### config.mk
export PLATFORM = sky130hd
export DESIGN_NAME = pll_phase_ctrl_flat
export DESIGN_NICKNAME = d
export VERILOG_FILES = /design/src/rtl/pll_phase_pkg.sv /design/src/rtl/pll_phase_ctrl_if.sv /design/src/rtl/sync2.sv /design/src/rtl/pll_phase_ctrl.sv /design/src/flat_wrapper.sv
export SDC_FILE = /design/constraint.sdc
export NUM_CORES = 1
export LEC_CHECK = 0
export BUFFER_PORTS_ARGS = -buffer_cell sky130_fd_sc_hd__buf_2
export CORE_AREA = 2 2 84 86
export CTS_BUF_LIST = sky130_fd_sc_hd__clkbuf_16
export DETAILED_ROUTE_END_ITERATION = 6
export DIE_AREA = 0 0 86 88
export PLACE_DENSITY = 0.43
export SLEW_MARGIN = 20
export SYNTH_ARGS = -nofsm -noshare
export SYNTH_HDL_FRONTEND = slang
export SYNTH_SLANG_ARGS = --single-unit
### constraint.sdc
create_clock -name clk_i -period 4.5 [get_ports clk_i]
set_input_delay 0.675 -clock clk_i [delete_from_list [all_inputs] [get_ports clk_i]]
set_output_delay 0.675 -clock clk_i [all_outputs]
set_load 0.005 [all_outputs]
### src/rtl/pll_phase_pkg.sv
// Shared types and constants for the PLL dynamic phase-adjust sequencer.
package pll_phase_pkg;

  localparam int unsigned StepsW = 8;
  localparam int unsigned TmrW   = 8;

  localparam logic [1:0] SEL_OUT0 = 2'd0;
  localparam logic [1:0] SEL_OUT2 = 2'd1;
  localparam logic [1:0] SEL_OUT3 = 2'd2;
  localparam logic [1:0] SEL_RSVD = 2'd3;

  typedef enum logic [2:0] {
    StIdle,
    StSetup,
    StRotate,
    StGap,
    StLoad,
    StDone
  } state_e;

endpackage

### src/rtl/pll_phase_ctrl_if.sv
// Step-request handshake between calibration logic and the phase sequencer.
interface pll_phase_ctrl_if;

  logic                             req_valid;
  logic                             req_ready;
  logic [1:0]                       req_sel;
  logic                             req_dir;
  logic [pll_phase_pkg::StepsW-1:0] req_steps;
  logic                             done;
  logic                             err;

  modport master (
    output req_valid, req_sel, req_dir, req_steps,
    input  req_ready, done, err
  );

  modport slave (
    input  req_valid, req_sel, req_dir, req_steps,
    output req_ready, done, err
  );

endinterface

### src/rtl/sync2.sv
// Two-flop synchronizer for an asynchronous level input; resets to 0.
module sync2 (
  input  logic clk_i,
  input  logic rst_ni,
  input  logic d_i,
  output logic q_o
);

  logic meta_q, sync_q;

  always_ff @(posedge clk_i or negedge rst_ni) begin
    if (!rst_ni) begin
      meta_q <= 1'b0;
      sync_q <= 1'b0;
    end else begin
      meta_q <= d_i;
      sync_q <= meta_q;
    end
  end

  assign q_o = sync_q;

endmodule

### src/rtl/pll_phase_ctrl.sv
// Sequencer for the CCC/PLL dynamic phase-adjust port (select, direction, rotate, load).
// Define PLL_PHASE_CTRL_ACCUM_EN to add per-output net-step accumulators.
module pll_phase_ctrl
  import pll_phase_pkg::*;
#(
  parameter int unsigned SetupW = 2,
  parameter int unsigned PulseW = 2,
  parameter int unsigned GapW   = 4
`ifdef PLL_PHASE_CTRL_ACCUM_EN
  ,
  parameter int unsigned AccW   = 8
`endif
) (
  input  logic            clk_i,
  input  logic            rst_ni,
  pll_phase_ctrl_if.slave req_if,
  input  logic            pll_lock_i,
  output logic            phase_out0_sel_o,
  output logic            phase_out2_sel_o,
  output logic            phase_out3_sel_o,
  output logic            phase_direction_o,
  output logic            phase_rotate_o,
  output logic            load_phase_n_o
`ifdef PLL_PHASE_CTRL_ACCUM_EN
  ,
  output logic [AccW-1:0] phase_acc0_o,
  output logic [AccW-1:0] phase_acc2_o,
  output logic [AccW-1:0] phase_acc3_o
`endif
);

  state_e              state_q, state_d;
  logic [TmrW-1:0]     tmr_q, tmr_d;
  logic [StepsW-1:0]   steps_q, steps_d;
  logic [1:0]          sel_q, sel_d;
  logic                dir_q, dir_d;
  logic                err_d, active_d;
  logic                lock_sync, accept;
  logic                sel0_q, sel2_q, sel3_q, pdir_q, rot_q, load_n_q, done_q, err_q;

  sync2 u_lock_sync (
    .clk_i  (clk_i),
    .rst_ni (rst_ni),
    .d_i    (pll_lock_i),
    .q_o    (lock_sync)
  );

  assign req_if.req_ready = (state_q == StIdle) && lock_sync;
  assign accept           = req_if.req_valid && req_if.req_ready;

  always_comb begin
    state_d = state_q;
    tmr_d   = tmr_q;
    steps_d = steps_q;
    sel_d   = sel_q;
    dir_d   = dir_q;
    err_d   = 1'b0;
    unique case (state_q)
      StIdle: begin
        if (accept) begin
          sel_d   = req_if.req_sel;
          dir_d   = req_if.req_dir;
          steps_d = req_if.req_steps;
          if (req_if.req_sel == SEL_RSVD) begin
            err_d = 1'b1;
          end else if (req_if.req_steps == '0) begin
            state_d = StDone;
          end else begin
            state_d = StSetup;
            tmr_d   = TmrW'(SetupW - 1);
          end
        end
      end
      StSetup: begin
        if (tmr_q == '0) begin
          state_d = StRotate;
          tmr_d   = TmrW'(PulseW - 1);
          steps_d = steps_q - 1'b1;
        end else begin
          tmr_d = tmr_q - 1'b1;
        end
      end
      StRotate: begin
        if (tmr_q == '0) begin
          state_d = StGap;
          tmr_d   = TmrW'(GapW - 1);
        end else begin
          tmr_d = tmr_q - 1'b1;
        end
      end
      StGap: begin
        if (tmr_q != '0) begin
          tmr_d = tmr_q - 1'b1;
        end else if (steps_q != '0) begin
          state_d = StRotate;
          tmr_d   = TmrW'(PulseW - 1);
          steps_d = steps_q - 1'b1;
        end else begin
          state_d = StLoad;
        end
      end
      StLoad:  state_d = StDone;
      StDone:  state_d = StIdle;
      default: state_d = StIdle;
    endcase
    // Lock loss overrides every in-flight transition.
    if ((state_q != StIdle) && !lock_sync) begin
      state_d = StIdle;
      err_d   = 1'b1;
    end
  end

  assign active_d = state_d inside {StSetup, StRotate, StGap, StLoad};

  // PLL pins are decoded from next state so every pin comes straight off a flop.
  always_ff @(posedge clk_i or negedge rst_ni) begin
    if (!rst_ni) begin
      state_q  <= StIdle;
      tmr_q    <= '0;
      steps_q  <= '0;
      sel_q    <= SEL_OUT0;
      dir_q    <= 1'b0;
      sel0_q   <= 1'b0;
      sel2_q   <= 1'b0;
      sel3_q   <= 1'b0;
      pdir_q   <= 1'b0;
      rot_q    <= 1'b0;
      load_n_q <= 1'b1;
      done_q   <= 1'b0;
      err_q    <= 1'b0;
    end else begin
      state_q  <= state_d;
      tmr_q    <= tmr_d;
      steps_q  <= steps_d;
      sel_q    <= sel_d;
      dir_q    <= dir_d;
      sel0_q   <= active_d && (sel_d == SEL_OUT0);
      sel2_q   <= active_d && (sel_d == SEL_OUT2);
      sel3_q   <= active_d && (sel_d == SEL_OUT3);
      pdir_q   <= active_d && dir_d;
      rot_q    <= (state_d == StRotate);
      load_n_q <= (state_d != StLoad);
      done_q   <= (state_d == StDone);
      err_q    <= err_d;
    end
  end

  assign phase_out0_sel_o  = sel0_q;
  assign phase_out2_sel_o  = sel2_q;
  assign phase_out3_sel_o  = sel3_q;
  assign phase_direction_o = pdir_q;
  assign phase_rotate_o    = rot_q;
  assign load_phase_n_o    = load_n_q;
  assign req_if.done       = done_q;
  assign req_if.err        = err_q;

`ifdef PLL_PHASE_CTRL_ACCUM_EN
  logic [AccW-1:0] acc0_q, acc2_q, acc3_q, delta;
  logic            rot_entry;

  assign rot_entry = (state_d == StRotate) && (state_q != StRotate);
  assign delta     = dir_q ? AccW'(1) : '1;

  always_ff @(posedge clk_i or negedge rst_ni) begin
    if (!rst_ni) begin
      acc0_q <= '0;
      acc2_q <= '0;
      acc3_q <= '0;
    end else if (rot_entry) begin
      case (sel_q)
        SEL_OUT0: acc0_q <= acc0_q + delta;
        SEL_OUT2: acc2_q <= acc2_q + delta;
        SEL_OUT3: acc3_q <= acc3_q + delta;
        default:  ;
      endcase
    end
  end

  assign phase_acc0_o = acc0_q;
  assign phase_acc2_o = acc2_q;
  assign phase_acc3_o = acc3_q;
`endif

endmodule

### src/flat_wrapper.sv
// flat-port wrapper written by rule: the top's interface ports become plain ports
module pll_phase_ctrl_flat import pll_phase_pkg::*;
#(
  parameter int unsigned SetupW = 2,
  parameter int unsigned PulseW = 2,
  parameter int unsigned GapW   = 4

)
  (clk_i, rst_ni, pll_lock_i, phase_out0_sel_o, phase_out2_sel_o, phase_out3_sel_o, phase_direction_o, phase_rotate_o, load_phase_n_o, req_if_req_valid, req_if_req_sel, req_if_req_dir, req_if_req_steps, req_if_req_ready, req_if_done, req_if_err);
  pll_phase_ctrl_if req_if_i ();
  input  logic clk_i;
  input  logic rst_ni;
  input  logic pll_lock_i;
  output logic phase_out0_sel_o;
  output logic phase_out2_sel_o;
  output logic phase_out3_sel_o;
  output logic phase_direction_o;
  output logic phase_rotate_o;
  output logic load_phase_n_o;
  input wire logic [$bits(req_if_i.req_valid)-1:0] req_if_req_valid;
  input wire logic [$bits(req_if_i.req_sel)-1:0] req_if_req_sel;
  input wire logic [$bits(req_if_i.req_dir)-1:0] req_if_req_dir;
  input wire logic [$bits(req_if_i.req_steps)-1:0] req_if_req_steps;
  output wire logic [$bits(req_if_i.req_ready)-1:0] req_if_req_ready;
  output wire logic [$bits(req_if_i.done)-1:0] req_if_done;
  output wire logic [$bits(req_if_i.err)-1:0] req_if_err;
  assign req_if_i.req_valid = req_if_req_valid;
  assign req_if_i.req_sel = req_if_req_sel;
  assign req_if_i.req_dir = req_if_req_dir;
  assign req_if_i.req_steps = req_if_req_steps;
  assign req_if_req_ready = req_if_i.req_ready;
  assign req_if_done = req_if_i.done;
  assign req_if_err = req_if_i.err;
  pll_phase_ctrl #(.SetupW(SetupW), .PulseW(PulseW), .GapW(GapW)) u_core (.clk_i(clk_i), .rst_ni(rst_ni), .req_if(req_if_i), .pll_lock_i(pll_lock_i), .phase_out0_sel_o(phase_out0_sel_o), .phase_out2_sel_o(phase_out2_sel_o), .phase_out3_sel_o(phase_out3_sel_o), .phase_direction_o(phase_direction_o), .phase_rotate_o(phase_rotate_o), .load_phase_n_o(load_phase_n_o));
endmodule
==> reports/qor.csv, run 1 <==
stage,metric,value,unit
floorplan,die-width,86,µm
worst_setup_path,crit_arrival,2440,ps
yosys,syn_nets,198,
worst_setup_path,crit_path_end_kind,flip-flop,
timing,max_freq,439,MHz
yosys,synth_fa_ha_area_share,2.15,%
worst_setup_path,crit_start,u_core.steps_q[0],
timing,finalHoldViolCount,0,
yosys,yosysWarnings,0,
clock_tree,clock_sinks,32,
global_route,grt_use_total,12.3,%
global_route,overflow,0,
routing,wl_per_cell,14.6,µm
clock_tree,cts_hold_buf,0,
routing,drcViolationCount,0,
timing,setup_violations,0,
clock_tree,cts_buffers,5,
worst_hold_path,hp-start,u_core.u_lock_sync.meta_q,
layout,final_common_cell,dfrtp_1,
placement,io_buffers,23,
placement,place_ws,2210,ps
worst_setup_path,crit_required,4660,ps
outcome,status,completed,
yosys,synthMuxAreaShare,1.94,%
worst_setup_path,rr_startpoint,u_core.steps_q[0],
layout,area_growth,17.9,%
clock_tree,clock_latency,270,ps
worst_setup_path,cp_max_fo,9,
routing,dr.first_iter.drc_count,56,
yosys,avgSynthCellArea,9.69,µm²
routing,via_count,1468,
layout,final_layout_size_suffix_gt1_share,21.5,%
floorplan,core_area,0.00664,mm²
clock_tree,path_clk_slew,50,ps
global_route,antenna_found_initial,0,
timing,setup_ws,2220,ps
yosys,synthXorXnorAreaFrac,0,%
yosys,synth_top_family_by_area,simple AND/OR/NAND/NOR gates,
worst_setup_path,cp-start-kind,flip-flop,
yosys,synth_compound_area_share,21.4,%
global_route,grt_max_degree,33,
yosys,synth_ff_type,dfrtp_1,
timing,rsz0062_at_grt,no,
clock_tree,htree_levels,2,
yosys,ys_ff_latch,32,
layout,layout_common_cells,"dfrtp_1 (31), buf_2 (23), o21ai_0 (18)",
worst_setup_path,critPathKind,flip-flop to flip-flop,
routing,wirelength,4150,µm
clock_tree,root_buffer,clkbuf_16,
worst_hold_path,holdCritPathClass,flip-flop to flip-flop,
yosys,postSynthCellCount,180,
global_route,grt_first_pass_wirelength,7160,µm
yosys,ys_seq_area_share,46.0,%
yosys,yosysUniqueCellTypes,46,
clock_tree,cts_tree,yes,
floorplan,start_util,26.3,%
layout,nets,223,
routing,route.detailed.vias_per_inst,5.15,
routing,ant_nets,0,
timing,worst_clock_skew,5.47,ps
floorplan,fp-row-count,30,
clock_tree,clockBufferDepth,2,
power_and_ir_drop,cellLeakagePower,0.915,nW
yosys,synthArstFlopShare,100,%
timing,tightest_slew,748,ps
floorplan,dieArea,0.00757,mm²
power_and_ir_drop,power_density,590,mW/mm²
clock_tree,ctsResizeCount,0,
layout,diodes,0,
timing,slew_headroom,50.1,%
yosys,yosys.area_share.simple,24.0,%
timing,slew_viol_final,0,
yosys,netlist_area,0.00174,mm²
run,cap_violations,0,
power_and_ir_drop,ir_drop,0.190,mV
timing,final.min_clock_period,2280,ps
timing,fin_tns_setup,0,ps
floorplan,io_pins,24,
global_route,grt_pass1_vias,1473,
routing,dr.pass1.iters,4,
floorplan,die_h,88,µm
yosys,synth_edf_count,0,
placement,post-dp-hpwl,3010,µm
timing,post-route-period-util,50.6,%
clock_tree,post-cts-setup-buffers,0,
placement,gp_congestion,0.732,
## synth_stat cells, types with 2 or more instances
master | count | area share [%]
dfrtp_1 | 31 | 44
o21ai_0 | 18 | 5.2
nor2_1 | 15 | 3.2
nor3_1 | 14 | 4.0
inv_1 | 11 | 2.4
nand2_1 | 11 | 2.4
a31oi_1 | 8 | 2.9
nand3_1 | 6 | 1.7
a21oi_1 | 5 | 1.4
nand2b_1 | 5 | 1.8
nor3b_1 | 5 | 2.2
a21o_1 | 3 | 1.3
a311oi_1 | 3 | 1.5
ha_1 | 3 | 2.2
mux2_2 | 3 | 1.9
nor4_1 | 3 | 1.1
a211oi_2 | 2 | 1.4
clkbuf_1 | 2 | 0.43
nor3_4 | 2 | 1.9
o31ai_1 | 2 | 0.86
o41ai_1 | 2 | 1.0
or4b_4 | 2 | 1.6
## cell families after synthesis
family,count (synthesis)
AO/OA/AOI/OAI,54
adder cells (fa/ha/maj),3
buffers and inverters,16
flip-flops,32
multiplexers,3
AND/OR/NAND/NOR,72
## final timing paths
check / to / depth (start not counted) / slack, ps
max in group asynchronous: u_core.steps_q[1] / 1 / 3550
max reg2reg: u_core.steps_q[6] / 7 / 2220
max: u_core.steps_q[6] / 7 / 2220
min reg2reg: u_core.u_lock_sync.q_o / 0 / 340
min in group asynchronous: u_core.tmr_q[6] / 1 / 470
min: u_core.u_lock_sync.q_o / 0 / 340
## power breakdown
part	internal [mW]	switching, mW	total, mW
Clock	0.198	0.114	0.312
Sequential	0.377	0.105	0.482
Combinational	0.181	0.239	0.420
## layout make-up
class	count	area, µm²
clock buffers	5	125
clock inverters	2	8.76
well taps	80	100
fillers	699	4590
flip-flops and latches	32	802
multi-input cells	132	865
inverters	11	41.3
repair buffers	23	115
## layer usage
metal / global-route usage, % / vias to the layer above / part of all wire, % / routed length, µm
met3: 2.54 / 6 / 3.4 / 139
met2: 18.7 / 27 / 47 / 1950
met4: 5.63 / 0 / 1.0 / 43
met5: 0 / - / 0 / 0
li1: - / 727 / - / -
met1: 16.7 / 708 / 49 / 2010
## per-stage QoR
stage	hold slack, ps	std cells	util (%)	power, mW	area (µm²)
6_report	342	285	31.0	1.21	2060
5_1_grt	355	285	31.0	1.32	2060
4_1_cts	343	285	31.0	1.23	2060
3_5_place_dp	337	278	28.9	0.910	1920
3_3_place_gp	336	278	28.9	0.914	1920
2_1_floorplan	331	180	-	0.789	1740
## state kept, by name, indices dropped and copies added (netlist names), 2 cells and up
name and flops:
u_core.sel_q 2, u_core.tmr_q 8, u_core.steps_q 8, u_core.state_q 3
## worst max-delay path, stage by stage (launching register included)
cell and delay (ps):
dfrtp_1 420, inv_1 70, ha_1 170, or3b_2 530, nor3_4 310, o32ai_2 240
and2_4 230, o211a_1 200
Power figures use the tool's default switching activity.
==> run 2, diff against run 1 <==
clock period = 2.1 ns   (was 4.5 ns; I/O delays follow)
==> reports/qor.csv, run 2 (synthesized netlist as in run 1, its figures left out) <==
stage,metric,value,unit,change
outcome,status,completed,,
worst_hold_path,holdCritPathClass,input pin to async pin,,
clock_tree,cts_buffers,5,,unchanged
floorplan,start_util,26.3,%,unchanged
timing,final.min_clock_period,1980,ps,-302 ps
timing,tightest_slew,735,ps,-13.1 ps
timing,fin_tns_setup,0,ps,unchanged
floorplan,die_h,88,µm,unchanged
floorplan,die-width,86,µm,unchanged
clock_tree,clockBufferDepth,2,,unchanged
worst_setup_path,crit_required,2250,ps,-2410 ps
routing,wirelength,4590,µm,+11%
placement,place_area,0.00207,mm²,+7.8%
timing,post-route-period-util,94.1,%,+43 points
power_and_ir_drop,cellLeakagePower,1.04,nW,+14%
timing,slew_headroom,51.0,%,+0.87 points
worst_setup_path,cp_max_fo,8,,-1
worst_setup_path,critPathKind,flip-flop to flip-flop,,
layout,layout_common_cells,"dfrtp_1 (31), buf_4 (24), buf_2 (23)",,
placement,io_buffers,23,,unchanged
routing,ant_nets,0,,unchanged
global_route,antenna_found_initial,0,,unchanged
clock_tree,cts_hold_buf,0,,unchanged
worst_setup_path,crit_end,u_core.tmr_q[7],,
timing,worst_clock_skew,5.08,ps,-0.393 ps
timing,rsz0062_at_grt,no,,
layout,reg_top3,"u_core.steps_q: 8 flops, u_core.tmr_q: 8 flops, u_core.state_q: 3 flops",,
placement,place_ws,8.20,ps,-2210 ps
timing,fin_hold_ws,97.9,ps,-244 ps
routing,via_count,1565,,+6.6%
floorplan,io_pins,24,,unchanged
timing,max_freq,506,MHz,+15%
timing,setup_ws,124,ps,-2100 ps
global_route,grt_max_degree,33,,unchanged
worst_setup_path,r2r_end,u_core.tmr_q[7],,
routing,wl_per_cell,14.8,µm,+1.7%
timing,setup_violations,0,,unchanged
floorplan,dieArea,0.00757,mm²,unchanged
clock_tree,cts_tree,yes,,
layout,final_common_cell,dfrtp_1,,
routing,route.detailed.vias_per_inst,5.05,,-2.0%
worst_setup_path,crit_arrival,2130,ps,-310 ps
layout,nets,247,,+11%
routing,dr.pass1.iters,4,,unchanged
power_and_ir_drop,ir_drop,0.393,mV,+110%
power_and_ir_drop,power_density,1280,mW/mm²,+120%
timing,finalHoldViolCount,0,,unchanged
run,cap_violations,0,,unchanged
layout,diodes,0,,unchanged
floorplan,core_area,0.00664,mm²,unchanged
routing,drcViolationCount,0,,unchanged
worst_setup_path,r2r_slack,120,ps,-2100 ps
clock_tree,clock_latency,280,ps,about the same
layout,area_growth,29.4,%,
floorplan,fp-row-count,30,,unchanged
power_and_ir_drop,total_power,2.88,mW,+140%
worst_setup_path,crit_path_end_kind,flip-flop,,
worst_setup_path,cp-start-kind,flip-flop,,
worst_setup_path,reg2reg_depth,7,,unchanged
layout,final_layout_size_suffix_gt1_share,31.3,%,+9.8 points
routing,dr.first_iter.drc_count,65,,+16%
clock_tree,htree_levels,2,,unchanged
placement,post-dp-hpwl,3380,µm,+12%
clock_tree,clock_sinks,32,,unchanged
global_route,grt_pass1_vias,1533,,+4.1%
global_route,grt_first_pass_wirelength,7570,µm,+5.7%
timing,slew_viol_final,0,,unchanged
placement,gp_congestion,0.807,,+10%
global_route,overflow,0,,unchanged
worst_setup_path,crit_start,u_core.tmr_q[0],,
clock_tree,root_buffer,clkbuf_16,,
global_route,grt_use_total,13.1,%,+0.85 points
clock_tree,path_clk_slew,50,ps,about the same
worst_setup_path,rr_startpoint,u_core.tmr_q[0],,
layout,final_area,0.00226,mm²,+9.7%
run 2: changes by cell type in the layout (fill, tap and decap cells not counted):
| cell | delta |
|---|---|
| o21ai_0 | -2 |
| ha_1 | -1 |
| o21ai_1 | +2 |
| inv_2 | +1 |
| ha_2 | +1 |
| nand3_1 | -1 |
| nand3_2 | +1 |
| or3b_2 | -1 |
| or3b_4 | +1 |
| buf_4 | +24 |
| a311oi_1 | -1 |
| a311oi_2 | +1 |
run 2: report_power, final:
part           switching (mW)  internal [mW]
clock                   0.259          0.428
sequential              0.198          0.808
combinational           0.614          0.575
total                    1.07           1.81
run 2: worst min path at each step:
stage	cells after the start	end
after floorplan	0	u_core.dir_q
after global placement	0	u_core.u_lock_sync.q_o
after detailed placement	0	u_core.u_lock_sync.q_o
after CTS	1	u_core.phase_direction_o
after global routing	1	u_core.u_lock_sync.meta_q
final	1	u_core.dir_q
run 2: cell type report:
class                           instances  area, µm²
Clock buffer                            5        125
Inverter                               11       41.3
Timing Repair Buffer                   47        295
Fill cell                             695       4390
Tap cell                               80        100
Multi-Input combinational cell        132        881
Clock inverter                          3       12.5
Sequential cell                        32        802
run 2: timing repair:
| item | CTS | global route |
|---|---|---|
| setup buffers | 0 | 4 |
| pin swaps | 1 | 3 |
| resized for setup | 0 | 7 |
| endpoints found under the setup margin | 1 | 13 |
run 2: routing by layer:
metal / GRT usage (%) / share of wire, % / vias up
met1: 17.3 / 49 / 762
met2: 21.0 / 46 / 24
met5: 0 / 0 / -
li1: - / - / 772
met3: 2.54 / 3.6 / 7
met4: 5.63 / 1.6 / 0
run 2: worst max-delay path: stages, from the launching register on:
cell and delay [ps]:
dfrtp_1 400, inv_2 80, ha_2 170, or4b_4 500
nor3_4 240, a221o_2 300, o21ai_1 90, o41ai_1 70
run 2: through the flow:
| stage | util [%] | instances |
|---|---|---|
| after detailed placement | 31.2 | 298 |
| after CTS | 33.3 | 306 |
| after global routing | 34.0 | 310 |
| after global placement | 31.2 | 298 |
| after floorplan | - | 180 |
| final | 34.0 | 310 |
==> run 3, diff against run 2 <==
CORE_AREA = 2 2 76 78   (was 2 2 84 86)
DIE_AREA = 0 0 78 80   (was 0 0 86 88)
PLACE_DENSITY = 0.5   (was 0.43)
==> reports/qor.csv, run 3 (synthesized netlist as in run 1, its figures left out) <==
stage,metric,value,unit,change
run,cap_violations,0,,unchanged
timing,setup_violations,0,,unchanged
timing,slew_viol_final,0,,unchanged
worst_setup_path,crit_path_end_kind,flip-flop,,
placement,io_buffers,23,,unchanged
timing,final.min_clock_period,1950,ps,-22.0 ps
placement,post-dp-hpwl,3130,µm,-7.2%
power_and_ir_drop,cellLeakagePower,1.03,nW,-1.6%
timing,fin_tns_setup,0,ps,unchanged
placement,place_ws,60.4,ps,+52.2 ps
worst_hold_path,holdCritPathClass,input pin to async pin,,
outcome,status,completed,,
global_route,grt_max_degree,33,,unchanged
layout,nets,244,,-1.2%
floorplan,fp-row-count,27,,-10%
clock_tree,root_buffer,clkbuf_16,,
worst_setup_path,crit_arrival,2110,ps,-20 ps
clock_tree,clock_latency,280,ps,about the same
routing,route.detailed.vias_per_inst,5.16,,+2.2%
global_route,grt_pass1_vias,1490,,-2.8%
floorplan,io_pins,24,,unchanged
clock_tree,cts_buffers,5,,unchanged
timing,finalHoldViolCount,0,,unchanged
global_route,grt_first_pass_wirelength,7400,µm,-2.2%
layout,final_layout_size_suffix_gt1_share,29.1,%,-2.2 points
worst_setup_path,cp_max_fo,5,,-3
clock_tree,path_clk_slew,50,ps,about the same
routing,wirelength,4310,µm,-6.0%
routing,via_count,1543,,-1.4%
floorplan,start_util,32.3,%,+6.0 points
timing,tightest_slew,736,ps,+1.77 ps
routing,dr.first_iter.drc_count,57,,-12%
layout,final_common_cell,dfrtp_1,,
placement,gp_congestion,0.839,,+3.9%
layout,diodes,0,,unchanged
layout,area_growth,27.1,%,
worst_setup_path,cp-start-kind,flip-flop,,
clock_tree,clock_sinks,32,,unchanged
timing,setup_ws,146,ps,+22.0 ps
layout,reg_top3,"u_core.steps_q: 8 flops, u_core.tmr_q: 8 flops, u_core.state_q: 3 flops",,
worst_setup_path,crit_required,2260,ps,about the same
floorplan,die_h,80,µm,-9.1%
layout,layout_common_cells,"dfrtp_1 (31), buf_2 (23), buf_4 (21)",,
power_and_ir_drop,ir_drop,0.443,mV,+13%
timing,slew_headroom,50.9,%,-0.12 points
clock_tree,cts_hold_buf,0,,unchanged
floorplan,die-width,78,µm,-9.3%
timing,max_freq,512,MHz,+1.1%
clock_tree,cts_tree,yes,,
global_route,grt_use_total,15.3,%,+2.1 points
routing,drcViolationCount,0,,unchanged
floorplan,core_area,0.00541,mm²,-19%
worst_setup_path,critPathKind,flip-flop to flip-flop,,
timing,post-route-period-util,93.1,%,-1.0 points
clock_tree,clockBufferDepth,2,,unchanged
clock_tree,htree_levels,2,,unchanged
global_route,overflow,0,,unchanged
routing,wl_per_cell,14.4,µm,-2.6%
timing,worst_clock_skew,7.54,ps,+2.47 ps
timing,rsz0062_at_grt,no,,
floorplan,dieArea,0.00624,mm²,-18%
routing,ant_nets,0,,unchanged
routing,dr.pass1.iters,5,,+1
power_and_ir_drop,power_density,1270,mW/mm²,-0.39%
global_route,antenna_found_initial,0,,unchanged
-- run 3: cell count changes in the layout (fill, tap and decap cells not counted), sizes merged --
cell,previous run,this run
buf,47,44
-- run 3: power by group --
group	internal, mW	switching, mW	total (mW)
logic	0.546	0.609	1.15
registers	0.808	0.178	0.986
clock network	0.427	0.252	0.679
total	1.78	1.04	2.82
-- run 3: worst paths after layout --
path	from	slack, ps	to	depth (start not counted)
setup reg to reg	u_core.steps_q[1]	150	u_core.steps_q[6]	8
hold / removal	rst_ni	100	u_core.phase_out3_sel_o	1
min in group clk_i	pll_lock_i	150	u_core.u_lock_sync.meta_q	1
setup / recovery	u_core.steps_q[1]	150	u_core.steps_q[6]	8
hold reg to reg	u_core.u_lock_sync.meta_q	350	u_core.u_lock_sync.q_o	0
max in group asynchronous	rst_ni	1520	u_core.steps_q[5]	1
-- run 3: timing repair --
item                       in CTS  in global routing
buffers inserted                0                  1
resized for setup               0                  2
setup endpoints to repair       0                 14
-- run 3: per-stage QoR --
step	std cells	total power [mW]	hold slack, ps	util (%)	area [µm²]
global placement	290	2.12	333	38.2	2060
finish	299	2.82	103	41.0	2220
detailed placement	290	2.12	340	38.2	2060
floorplan	180	1.69	19.4	-	1740
CTS	298	2.81	131	40.7	2200
global route	299	3.04	153	41.0	2220
-- run 3: metal layers --
layer	routed length [µm]	vias up	track usage (%)
met5	0	-	0
met4	68	0	6.14
met3	153	5	3.17
met2	1960	40	24.2
met1	2130	731	20.4
li1	-	767	-
-- run 3: critical path, stage by stage (launching register included) --
cell	delay [ps]
dfrtp_1	380
inv_1	80
ha_1	150
or3b_4	400
nor3_4	190
o32ai_2	110
buf_4	160
and2_4	160
o211a_1	200
-- run 3: final cells by class --
cell class	count	area [µm²]
Timing Repair Buffer	44	273
Fill cell	562	3190
Clock buffer	5	125
Multi-Input combinational cell	132	873
Inverter	11	41.3
Sequential cell	32	802
Tap cell	72	90.1
Clock inverter	3	12.5
